`src/rtl/cpu4_pkg.sv`:
```
// Shared cpu4 definitions: opcode constants and instruction-sequencer state encoding.
package cpu4_pkg;

   localparam logic [3:0] OP_ADD   = 4'h0;
   localparam logic [3:0] OP_SUB   = 4'h1;
   localparam logic [3:0] OP_STORE = 4'h2;
   localparam logic [3:0] OP_LOAD  = 4'h3;
   localparam logic [3:0] OP_AND   = 4'h5;
   localparam logic [3:0] OP_OR    = 4'h6;
   localparam logic [3:0] OP_XOR   = 4'h7;
   localparam logic [3:0] OP_NOT   = 4'h8;
   localparam logic [3:0] OP_SHR   = 4'h9;
   localparam logic [3:0] OP_JMP   = 4'hE;
   localparam logic [3:0] OP_HALT  = 4'hF;

   // Presented on the issue fields whenever no instruction is being offered.
   localparam logic [11:0] NOP_WORD = {OP_HALT, 4'h0, 4'h0};

   typedef enum logic [2:0] {
      S_IDLE,
      S_FETCH,
      S_ISSUE,
      S_GAP,
      S_DONE
   } seq_state_t;

endpackage

```
`src/rtl/cpu4_prog_mem.sv`:
```
// Program store for the cpu4 sequencer: DEPTH x 12 bits, one write port, registered read.
module cpu4_prog_mem #(
   parameter int DEPTH = 16,
   parameter int AW    = 4
) (
   input  logic          clk,
   input  logic          wr_en,
   input  logic [AW-1:0] wr_addr,
   input  logic [11:0]   wr_data,
   input  logic [AW-1:0] rd_addr,
   output logic [11:0]   rd_data
);

   logic [11:0] mem [DEPTH];

   always_ff @(posedge clk) begin
      if (wr_en) begin
         mem[wr_addr] <= wr_data;
      end
      rd_data <= mem[rd_addr];
   end

endmodule

```
`src/rtl/cpu4_instr_sequencer.sv`:
```
// Loads a small program, then issues it word by word to the cpu4 core with idle gaps.
// Define CPU4_SEQ_JUMP_EN to execute JMP (4'hE) inside the sequencer instead of issuing it.
module cpu4_instr_sequencer
   import cpu4_pkg::*;
#(
   parameter int PROG_DEPTH = 16,
   parameter int GAP_CYCLES = 2
) (
   input  logic        clk,
   input  logic        rst,
   input  logic        load_valid,
   input  logic [11:0] load_data,
   output logic        load_ready,
   input  logic        start,
   input  logic        abort,
   output logic        issue_valid,
   input  logic        issue_ready,
   output logic [3:0]  issue_opcode,
   output logic [3:0]  issue_addr,
   output logic [3:0]  issue_data,
   output logic        busy,
   output logic        done,
   output logic [3:0]  pc
);

   localparam int          AW       = (PROG_DEPTH > 1) ? $clog2(PROG_DEPTH) : 1;
   localparam logic [4:0]  DEPTH_L  = 5'(PROG_DEPTH);
   localparam logic [7:0]  GAP_INIT = (GAP_CYCLES < 1) ? 8'd1 : 8'(GAP_CYCLES);

   seq_state_t  state_q, state_d;
   logic [4:0]  pc_q, pc_d;
   logic [4:0]  len_q, len_d;
   logic [7:0]  gap_q, gap_d;
   logic [11:0] instr_q, instr_d;
   logic [11:0] rd_data;
   logic        wr_en;
   logic        issuing;

   // Read address follows next-state pc so the word is ready during FETCH.
   cpu4_prog_mem #(
      .DEPTH (PROG_DEPTH),
      .AW    (AW)
   ) u_prog_mem (
      .clk     (clk),
      .wr_en   (wr_en),
      .wr_addr (len_q[AW-1:0]),
      .wr_data (load_data),
      .rd_addr (pc_d[AW-1:0]),
      .rd_data (rd_data)
   );

   always_ff @(posedge clk or posedge rst) begin
      if (rst) begin
         state_q <= S_IDLE;
         pc_q    <= '0;
         len_q   <= '0;
         gap_q   <= '0;
         instr_q <= NOP_WORD;
      end else begin
         state_q <= state_d;
         pc_q    <= pc_d;
         len_q   <= len_d;
         gap_q   <= gap_d;
         instr_q <= instr_d;
      end
   end

   always_comb begin
      state_d = state_q;
      pc_d    = pc_q;
      len_d   = len_q;
      gap_d   = gap_q;
      instr_d = instr_q;
      wr_en   = 1'b0;

      case (state_q)
         S_IDLE: begin
            if (start) begin
               state_d = S_FETCH;
               pc_d    = '0;
            end else if (load_valid && load_ready) begin
               wr_en = 1'b1;
               len_d = len_q + 5'd1;
            end
         end
         S_FETCH: begin
            if (pc_q >= len_q || rd_data[11:8] == OP_HALT) begin
               state_d = S_DONE;
`ifdef CPU4_SEQ_JUMP_EN
            end else if (rd_data[11:8] == OP_JMP) begin
               if ({1'b0, rd_data[7:4]} >= len_q) begin
                  state_d = S_DONE;
               end else begin
                  pc_d = {1'b0, rd_data[7:4]};
               end
`endif
            end else begin
               state_d = S_ISSUE;
               instr_d = rd_data;
            end
         end
         S_ISSUE: begin
            if (issue_ready) begin
               state_d = S_GAP;
               gap_d   = GAP_INIT;
               if (pc_q < len_q) begin
                  pc_d = pc_q + 5'd1;
               end
            end
         end
         S_GAP: begin
            gap_d = gap_q - 8'd1;
            if (gap_q <= 8'd1) begin
               state_d = S_FETCH;
               gap_d   = '0;
            end
         end
         S_DONE: begin
            state_d = S_IDLE;
         end
         default: begin
            state_d = S_IDLE;
         end
      endcase

      // Abort overrides every transition above, including an ISSUE handshake.
      if (abort && state_q != S_IDLE) begin
         state_d = S_IDLE;
         pc_d    = pc_q;
         gap_d   = '0;
      end
   end

   assign issuing      = (state_q == S_ISSUE) && !abort;
   assign issue_valid  = issuing;
   assign issue_opcode = issuing ? instr_q[11:8] : OP_HALT;
   assign issue_addr   = issuing ? instr_q[7:4]  : 4'h0;
   assign issue_data   = issuing ? instr_q[3:0]  : 4'h0;
   assign load_ready   = (state_q == S_IDLE) && (len_q < DEPTH_L);
   assign busy         = (state_q != S_IDLE);
   assign done         = (state_q == S_DONE);
   assign pc           = pc_q[4] ? 4'hF : pc_q[3:0];

endmodule
```
`config.mk`:
```
export PLATFORM = sky130hd
export DESIGN_NAME = cpu4_instr_sequencer
export DESIGN_NICKNAME = d
export VERILOG_FILES = /design/src/rtl/cpu4_pkg.sv /design/src/rtl/cpu4_prog_mem.sv /design/src/rtl/cpu4_instr_sequencer.sv
export SDC_FILE = /design/constraint.sdc
export NUM_CORES = 1
export LEC_CHECK = 0
export ABC_CLOCK_PERIOD_IN_PS = 4580
export CAP_MARGIN = 20
export CORE_ASPECT_RATIO = 0.7
export CORE_MARGIN = 2
export CORE_UTILIZATION = 46
export DETAILED_ROUTE_END_ITERATION = 6
export PLACE_DENSITY = 0.62
export SYNTH_ARGS = -nofsm -noshare
export SYNTH_HDL_FRONTEND = slang
export SYNTH_SLANG_ARGS = --single-unit
export TNS_END_PERCENT = 20
```
`constraint.sdc`:
```
create_clock -name clk -period 4.58 [get_ports clk]
set_clock_uncertainty 0.15 [all_clocks]
set_input_delay 0.916 -clock clk [delete_from_list [all_inputs] [get_ports clk]]
set_output_delay 0.916 -clock clk [all_outputs]
set_load 0.02 [all_outputs]
```
==> results_dict.tcl, run 1 <==
set metrics [dict create \
    highest-signal-layer "met4" \
    core_um2 20640 \
    fin_crit_sh 0.8719 \
    initial_core_util 0.4668 \
    power_density_nw_per_um2 497.6 \
    die_h_um 125.1 \
    first_iter_violations 525 \
    gp_congestion 0.8163 \
    p_total_mw 5.545 \
    cts-buffers-inserted 23 \
    fin_crit_ps 3993 \
    ys_types 51 \
    overflow 0 \
    synth_edf_count 192 \
    wl_mm 21.69 \
    r2r_end "u_prog_mem.rd_data[10]$_DFF_P_" \
    dr_wl_met2_mm 9.387 \
    viasPerCell 5.704 \
    setup_viol 0 \
    outcome "finished clean" \
    syn_area_per_cell_um2 15.85 \
    ff2ff_setup_slack_ps 810 \
    die_area_um2 22140 \
    num_rows 44 \
    layout_commonest_cell "edfxtp_1" \
    wl_met1_mm 10.76 \
    wl_per_cell_um 22.54 \
    final-hold-violation-count 0 \
    synth_async_sr_flop_share 0.1392 \
    leakage_nw 3.740 \
    crit_path_start_kind "input port" \
    fillers 1688 \
    hp-class "flip-flop to flip-flop" \
    hp-start "u_prog_mem.rd_data[4]$_DFF_P_" \
    r2r_cells 10 \
    required_ps 3510 \
    drtAntennaViolNets 0 \
    firstDrtPassIters 5 \
    crit_fanout 13 \
    grt_pass1_vias 5366 \
    synth_warnings 0 \
    rr_startpoint "len_q[2]$_DFFE_PP0P_" \
    worstPathArrival_ps 2930 \
    critPathCaptureType "primary output" \
    cts_resized 0 \
    port_buffers 37 \
    dpl_cell_area_um2 10410 \
    rsz0062_at_grt "no" \
    ys_seq_area_frac 0.7094 \
    route.met3.wl_mm 1.250 \
    layout_common_cells "192 x edfxtp_1, 96 x mux2i_1, 49 x o22ai_1, 37 x clkdlybuf4s50_1, 29 x dfrtp_1" \
    grt_pass1_wl_mm 32.94 \
    whs_path_depth 1 \
    drv_cap 0 \
    synth-seq-cells 237 \
    final_area_um2 11140 \
    num_vias 5487 \
    layout.nets 699 \
    synth_cells 608 \
    root_buffer "clkbuf_16" \
    drv_slew 0 \
    drive_gt1_frac 0.1501 \
    clock_sinks 237 \
    track_usage 0.2005 \
    fin_tns_setup_ps 0 \
    hpwl_mm 13.27 \
    antenna_found_initial 0 \
    worst_pin_slew_ps 963.3 \
    cts_setup_buffers 0 \
    area_delta_synth_final_pct 15.64 \
    die_width_um 177.0 \
    cts_tree "done" \
    maxSlewHeadroom 0.3554 \
    route.detailed.drc 0 \
    path_class "input port to primary output" \
    clk_pin_slew_ps 60 \
    io_pins 38 \
    syn_nets 638 \
    holdPathEnd "instr_q[4]$_DFFE_PP0P_" \
    synthFlopType "edfxtp_1" \
    fmax_ghz 0.2504 \
    htree_levels 1 \
    vdd_drop_max_mv 0.3408 \
    netlist_area_um2 9637 \
    diodes 0 \
    clockBufferDepth 3 \
    postCtsHoldBufs 0 \
    clk_latency_ps 510 \
    grt_max_degree 65 \
]
per-layer routing:
layer	track usage	vias to the layer above
li1	-	2473
met1	0.3153	2832
met2	0.2916	156
met3	0.03802	26
met4	0.03841	0
met5	0	-
power breakdown:
group	internal [mW]	switching, mW
clock	1.06	0.766
combinational	0.529	0.595
sequential	2.47	0.116
how the worst max path moves through the flow:
stage                            from                             end  slack [ps]  cells past startpoint
5_1_grt                         abort                   issue_addr[1]         420                      6
4_1_cts                         abort                   issue_addr[1]         570                      6
2_1_floorplan  state_q[1]$_DFFE_PP0P_  u_prog_mem.mem[3][0]$_DFFE_PP_        1320                      5
6_report                        abort                   issue_addr[1]         590                      6
3_5_place_dp                    abort  u_prog_mem.rd_data[10]$_DFF_P_         490                      9
3_3_place_gp                    abort   u_prog_mem.rd_data[5]$_DFF_P_         580                      9
through the flow:
step	hold WS [ps]	worst slack [ps]	instances	util
detailed placement	301.8	492.4	920	0.5041
CTS	308.1	572.3	962	0.5398
global route	318.2	422.1	962	0.5398
floorplan	288.9	1317	608	-
finish	304.1	586.7	962	0.5398
global placement	304.5	583.3	920	0.5041
area by class of cell:
type                            count  area [um2]  area share
Clock buffer                       31       656.9     0.05894
Clock inverter                     11       81.33    0.007298
Inverter                           14       55.05    0.004940
Multi-Input combinational cell    331        2599      0.2332
Sequential cell                   237        6837      0.6135
Tap cell                          276       345.3     0.03099
Timing Repair Buffer               62       570.5     0.05120
cells by family after synthesis:
kind of cell / share of synthesized area
flops: 0.7094
fa+ha+maj: 0.01558
simple gates: 0.07336
mux: 0.1137
buf+inv: 0.02441
compound gates: 0.05895
xor+xnor: 0.004544
worst max-delay path: stages:
cell	delay, ps
clkdlybuf4s50_1	530
nor2_1	160
and3_1	310
buf_4	230
and2_1	170
clkdlybuf4s50_1	610
flip-flops by register name, indices dropped and copies added (netlist names):
signal,cells
gap_q,8
instr_q,12
len_q,5
pc_q,5
state_q,3
u_prog_mem.mem,192
u_prog_mem.rd_data,12
cell usage after synthesis (3+ instances only):
master	number	area (um2)
a21oi_1	3	15.01
and2_1	10	62.56
buf_2	6	30.03
buf_4	10	75.07
buf_6	5	56.30
clkbuf_1	5	18.77
dfrtp_1	29	725.7
dfstp_2	4	105.1
dfxtp_1	12	240.2
edfxtp_1	192	5766
ha_1	12	150.1
inv_1	11	41.29
mux2_2	12	135.1
mux2i_1	96	960.9
nand2_1	17	63.81
nand2b_1	5	31.28
nand3_1	3	15.01
nand4_1	6	37.54
nor2_1	27	101.4
nor2b_1	5	31.28
nor3_1	7	35.03
nor4b_2	3	45.04
o21ai_0	12	60.06
o21ai_1	5	25.02
o22ai_1	49	306.5
o31ai_1	3	22.52
or2_2	5	31.28
or3_1	5	31.28
or4_1	17	127.6
xnor2_1	4	35.03
No activity file was read; power rests on OpenSTA's default activity.
==> run 2: changes to the inputs <==
Settings changed: SYNTH_HIERARCHICAL set to 1.
==> run 2 against run 1 <==
  * Worst setup slack worse by 53 ps
  * Sequential power is 2% higher
  * First-iteration DRC count is 4.8% lower
  * Combinational power is 4% lower
  * Non-clock buffer count is 5 higher
  * Design area is 0.74% higher
  * Largest cell class unchanged
  * Largest power group unchanged
==> results_dict.tcl, run 2 <==
set metrics [dict create \
    ys_types 65 \
    dp_cells 846 \
    final-hold-violation-count 0 \
    wl_per_cell_um 22.73 \
    cts_tree "done" \
    synth_async_sr_flop_share 0.1392 \
    fin_cells 887 \
    root_buffer "clkbuf_16" \
    fillers 1612 \
    synth-seq-cells 237 \
    rsz0062_at_grt "no" \
    route.detailed.drc 0 \
    synth_warnings 6 \
    antenna_found_initial 0 \
    clk_pin_slew_ps 60 \
    path_common_cell "clkdlybuf4s50_1" \
    worst_pin_slew_ps 1051 \
    yosys-top-cells-count "192 x edfxtp_1, 33 x mux4_2, 29 x dfrtp_1" \
    hpwl_mm 12.84 \
    layout_common_cells "192 x edfxtp_1, 37 x clkdlybuf4s50_1, 33 x mux4_2, 29 x dfrtp_1, 28 x nand2_1" \
    postCtsHoldBufs 0 \
    vdd_drop_max_mv 0.3126 \
    swShare 0.2537 \
    leakage_nw 3.827 \
    gp_congestion 0.8968 \
    diodes 0 \
    seqPwrFrac 0.478 \
    crit_path_start_kind "input port" \
    power_density_nw_per_um2 492.1 \
    fmax_ghz 0.2471 \
    fin_tns_setup_ps 0 \
    drtAntennaViolNets 0 \
    area_delta_synth_final_pct 16.96 \
    track_usage 0.1907 \
    first_iter_violations 500 \
    clockBufferDepth 3 \
    critPathCaptureType "primary output" \
    layout.nets 622 \
    io_pins 38 \
    firstDrtPassIters 5 \
    synth_edf_count 192 \
    p_sw_mw 1.402 \
    largest_reg_flops 192 \
    maxSlewHeadroom 0.2962 \
    wl_mm 20.16 \
    worstPathArrival_ps 2980 \
    required_ps 3510 \
    syn_area_per_cell_um2 18.35 \
    viasPerCell 5.662 \
    multi_input_area_um2 2603 \
    fin_crit_ps 4047 \
    initial_core_util 0.4662 \
    num_vias 5022 \
    synth_top_area_frac 0.6006 \
    die_area_um2 22060 \
    fin_crit_sh 0.8835 \
    cts-buffers-inserted 23 \
    num_rows 44 \
    crit_chain "clkdlybuf4s50_1 -> and2b_2 -> nand2_1 -> inv_2 -> and2_1 -> clkdlybuf4s50_1" \
    synth_top_cell_by_area "edfxtp_1" \
    cts_resized 0 \
    final_util 0.5453 \
    grt_pass1_vias 5084 \
    outcome "finished clean" \
    regMostFlops "u_prog_mem/mem" \
    setup_viol 0 \
    combPwrFrac 0.193 \
    slowest_delay_ps 620 \
    crit_fanout 18 \
    overflow 0 \
    core_um2 20590 \
    cts_setup_buffers 0 \
    drv_cap 0 \
    synth_cells 523 \
    top_regs "u_prog_mem/mem x192, instr_q x12, u_prog_mem/rd_data x12" \
    seqCellArea_um2 6837 \
    ys_seq_area_frac 0.7122 \
    htree_levels 1 \
    p_int_mw 4.124 \
    synthFlopType "edfxtp_1" \
    yosys-top-cells-area "edfxtp_1 60%, mux4_2 7.7%, dfrtp_1 7.6%, mux4_1 4.1%, dfxtp_1 2.5%" \
    synth.most_common_cell "edfxtp_1" \
    path_class "input port to primary output" \
    port_buffers 37 \
    clk_latency_ps 500 \
    netlist_area_um2 9599 \
    layout_commonest_cell "edfxtp_1" \
    grt_max_degree 25 \
    drive_gt1_frac 0.2144 \
    clock_sinks 237 \
    hp-class "flip-flop to flip-flop" \
    syn_nets 550 \
    power_frac_clock 0.329 \
    cpMaxStageDelayCell "clkdlybuf4s50_1" \
    die_h_um 124.9 \
    die_width_um 176.7 \
    drv_slew 0 \
    grt_pass1_wl_mm 31.09 \
]
==> run 2: cell count changes after synthesis, moves of 5 or more <==
cell,change
mux4_1,+15
mux2_4,+10
mux4_2,+33
mux2i_1,-95
a22oi_1,+24
nand3_1,+5
o22ai_1,-48
nand2_1,+11
o21ai_0,-6
mux2_2,-9
buf_4,-9
or4_1,-14
==> run 2: power by group through the flow <==
stage	registers (mW)	clock network (mW)	logic, mW
6_report	2.64	1.82	1.07
5_1_grt	2.66	1.96	1.16
4_1_cts	2.64	1.86	1.08
3_5_place_dp	2.68	0	1.07
3_3_place_gp	2.68	0	1.05
2_1_floorplan	2.60	0	0.822
==> run 2: final cells by class <==
class | count | share of cell area
Clock buffer | 35 | 0.05706
Clock inverter | 6 | 0.007133
Inverter | 15 | 0.005015
Multi-Input combinational cell | 251 | 0.2318
Sequential cell | 237 | 0.6089
Tap cell | 276 | 0.03076
Timing Repair Buffer | 67 | 0.05929
==> run 2: worst max-delay path, delay by kind of cell <==
| kind | cells | cell delay, ps |
|---|---|---|
| and+or+nand+nor | 3 | 590 |
| buffers and inverters | 3 | 1470 |
==> run 2: path summary, 6_finish.rpt <==
path | start | end | slack, ps | cells past startpoint
min in group asynchronous | rst | instr_q[1]$_DFFE_PP0P_ | 540 | 2
max reg2reg | len_q[1]$_DFFE_PP0P_ | u_prog_mem/rd_data[8]$_DFF_P_ | 680 | 10
max in group asynchronous | rst | gap_q[3]$_DFFE_PP0P_ | 3140 | 4
max | abort | issue_data[3] | 530 | 6
min | u_prog_mem/rd_data[1]$_DFF_P_ | instr_q[1]$_DFFE_PP0P_ | 310 | 1
min reg2reg | u_prog_mem/rd_data[1]$_DFF_P_ | instr_q[1]$_DFFE_PP0P_ | 310 | 1
==> run 2: cells by family (layout without fill, tap and decap cells) <==
| family | count (synthesis) | in the layout | synth area share |
|---|---|---|---|
| multiplexers | 62 | 62 | 0.1387 |
| adder cells (fa/ha/maj) | 9 | 9 | 0.01173 |
| AO/OA/AOI/OAI | 60 | 60 | 0.04588 |
| AND/OR/NAND/NOR | 115 | 115 | 0.06635 |
| XOR/XNOR | 5 | 5 | 0.004563 |
| buffers and inverters | 35 | 123 | 0.02059 |
| flip-flops | 237 | 237 | 0.7122 |
==> run 2: per-stage QoR <==
| stage | hold WS (ps) | setup WS [ps] | instance area (um2) | power [mW] |
|---|---|---|---|---|
| 3_3_place_gp | 300.5 | 447.1 | 10480 | 3.729 |
| 6_report | 308.2 | 533.4 | 11230 | 5.525 |
| 2_1_floorplan | 291.4 | 1417 | 9599 | 3.418 |
| 5_1_grt | 333.3 | 373.0 | 11230 | 5.785 |
| 4_1_cts | 309.2 | 553.8 | 11230 | 5.570 |
| 3_5_place_dp | 299.7 | 381.3 | 10510 | 3.754 |
==> run 2: per-layer routing <==
layer / GRT usage / routed length, um / vias to the layer above
li1: - / - / 2251
met4: 0.03889 / 331 / 0
met1: 0.2749 / 9111 / 2579
met5: 0 / 0 / -
met2: 0.2948 / 9314 / 163
met3: 0.05067 / 1405 / 29
==> run 3: changes to the inputs <==
Settings changed: ABC_CLOCK_PERIOD_IN_PS 4580 to 4500, TNS_END_PERCENT 20 to unset.
Clock period 4.58 ns to 4.5 ns, I/O delays scaled along.
==> run 3 against run 2 <==
  * Die area unchanged
  * First-iteration DRC count up 9.6%
  * Via count rose by 1.8%
  * Largest cell class unchanged
  * Critical path type unchanged
  * Global-route usage increased by 0.077 points
  * Cell count did not move
  * Sequential share of layout area is 0.23 points higher
  * Register-to-register slack better by 20 ps
==> results_dict.tcl, run 3 (synthesis results as in run 2) <==
set metrics [dict create \
    outcome "finished clean" \
    grt_max_degree 29 \
    crit_chain "clkdlybuf4s50_1 -> and2b_2 -> nand2_1 -> inv_2 -> and2_1 -> clkdlybuf4s50_1" \
    wl_mm 20.65 \
    path_common_cell "clkdlybuf4s50_1" \
    p_sw_mw 1.458 \
    initial_core_util 0.4662 \
    wl_per_cell_um 23.28 \
    pre_cts_ws_ps 412.6 \
    crit_fanout 18 \
    layout.nets 622 \
    required_ps 3450 \
    num_vias 5114 \
    worstPathArrival_ps 2960 \
    die_width_um 176.7 \
    drive_gt1_frac 0.2160 \
    antenna_found_initial 0 \
    port_buffers 37 \
    setup_viol 0 \
    p_int_mw 4.106 \
    firstDrtPassIters 5 \
    die_area_um2 22060 \
    crit_path_start_kind "input port" \
    viasPerCell 5.766 \
    power_density_nw_per_um2 497.5 \
    die_h_um 124.9 \
    top_regs "u_prog_mem/mem x192, instr_q x12, u_prog_mem/rd_data x12" \
    overflow 0 \
    worst_pin_slew_ps 1041 \
    hpwl_mm 12.91 \
    fmax_ghz 0.2491 \
    regMostFlops "u_prog_mem/mem" \
    gp_congestion 0.8342 \
    critPathCaptureType "primary output" \
    worstPathBufferInverterCount 3 \
    area_delta_synth_final_pct 16.51 \
    clockBufferDepth 3 \
    root_buffer "clkbuf_16" \
    maxSlewHeadroom 0.3033 \
    power_frac_clock 0.321 \
    r2r_cells 10 \
    hp-class "flip-flop to flip-flop" \
    fin_crit_ps 4014 \
    diodes 0 \
    path_class "input port to primary output" \
    r2r_end "u_prog_mem/rd_data[4]$_DFF_P_" \
    fillers 1626 \
    clk_latency_ps 510 \
    seqPwrFrac 0.482 \
    worstSetupStartpoint "abort" \
    leakage_nw 3.812 \
    first_iter_violations 548 \
    fin_tns_setup_ps 0 \
    clock_sinks 237 \
    htree_levels 1 \
    whs_path_depth 1 \
    drv_cap 0 \
    fin_crit_sh 0.8920 \
    io_pins 38 \
    route.detailed.drc 0 \
    crit_family "buffers and inverters" \
    track_usage 0.1914 \
    drv_slew 0 \
    slowest_delay_ps 620 \
    rsz0062_at_grt "no" \
    combPwrFrac 0.197 \
    grt_pass1_vias 5210 \
    layout_commonest_cell "edfxtp_1" \
    largest_reg_flops 192 \
    cp.depth 6 \
    num_rows 44 \
    drtAntennaViolNets 0 \
    cpMaxStageDelayCell "clkdlybuf4s50_1" \
    final-hold-violation-count 0 \
    grt_pass1_wl_mm 31.49 \
    swShare 0.2620 \
    postCtsHoldBufs 0 \
    hp-start "u_prog_mem/rd_data[1]$_DFF_P_" \
    cts_resized 0 \
    core_um2 20590 \
    cts_tree "done" \
    layout_setup_ws_ps 486.0 \
    clk_pin_slew_ps 60 \
    rr_startpoint "len_q[1]$_DFFE_PP0P_" \
    ff2ff_setup_slack_ps 700 \
    cts-buffers-inserted 23 \
    holdPathEnd "instr_q[1]$_DFFE_PP0P_" \
    vdd_drop_max_mv 0.2464 \
    layout_common_cells "192 x edfxtp_1, 37 x clkdlybuf4s50_1, 33 x mux4_2, 29 x dfrtp_1, 28 x nand2_1" \
    cts_setup_buffers 0 \
]
[run 3: worst max-delay path by stage]
stage / to / slack [ps]
global route: issue_addr[1] / 380
floorplan: u_prog_mem/mem[0][0]$_DFFE_PP_ / 1350
finish: issue_addr[1] / 490
CTS: issue_addr[1] / 480
detailed placement: u_prog_mem/rd_data[9]$_DFF_P_ / 410
global placement: u_prog_mem/rd_data[4]$_DFF_P_ / 450
[run 3: final cells by class]
class                           instances  area [um2]  share of cell area
Inverter                               15       56.30            0.005034
Timing Repair Buffer                   67       653.1             0.05840
Sequential cell                       237        6837              0.6113
Clock inverter                         12       92.59            0.008278
Multi-Input combinational cell        251        2603              0.2327
Clock buffer                           29       598.1             0.05347
Tap cell                              276       345.3             0.03088
[run 3: power by group through the flow]
stage                     Combinational, mW  Clock [mW]  Sequential [mW]
after floorplan                       0.836           0             2.64
after global placement                 1.08           0             2.72
after detailed placement               1.10           0             2.72
after CTS                              1.10        1.81             2.68
after global routing                   1.20        1.91             2.70
final                                  1.10        1.78             2.68
[run 3: layer usage]
layer	share of wire	GRT usage	vias up
met5	0	0	-
met3	0.066	0.02991	29
met2	0.45	0.2918	172
li1	-	-	2248
met4	0.019	0.04618	0
met1	0.46	0.2913	2665
[run 3: stage by stage]
step | power, mW | instances | hold slack, ps | util | cell area, um2
after floorplan | 3.479 | 523 | 291.4 | - | 9599
after global placement | 3.797 | 845 | 299.6 | 0.5083 | 10470
after detailed placement | 3.827 | 845 | 301.3 | 0.5083 | 10470
after CTS | 5.600 | 886 | 316.1 | 0.5419 | 11160
after global routing | 5.813 | 887 | 325.5 | 0.5432 | 11180
final | 5.564 | 887 | 313.0 | 0.5432 | 11180
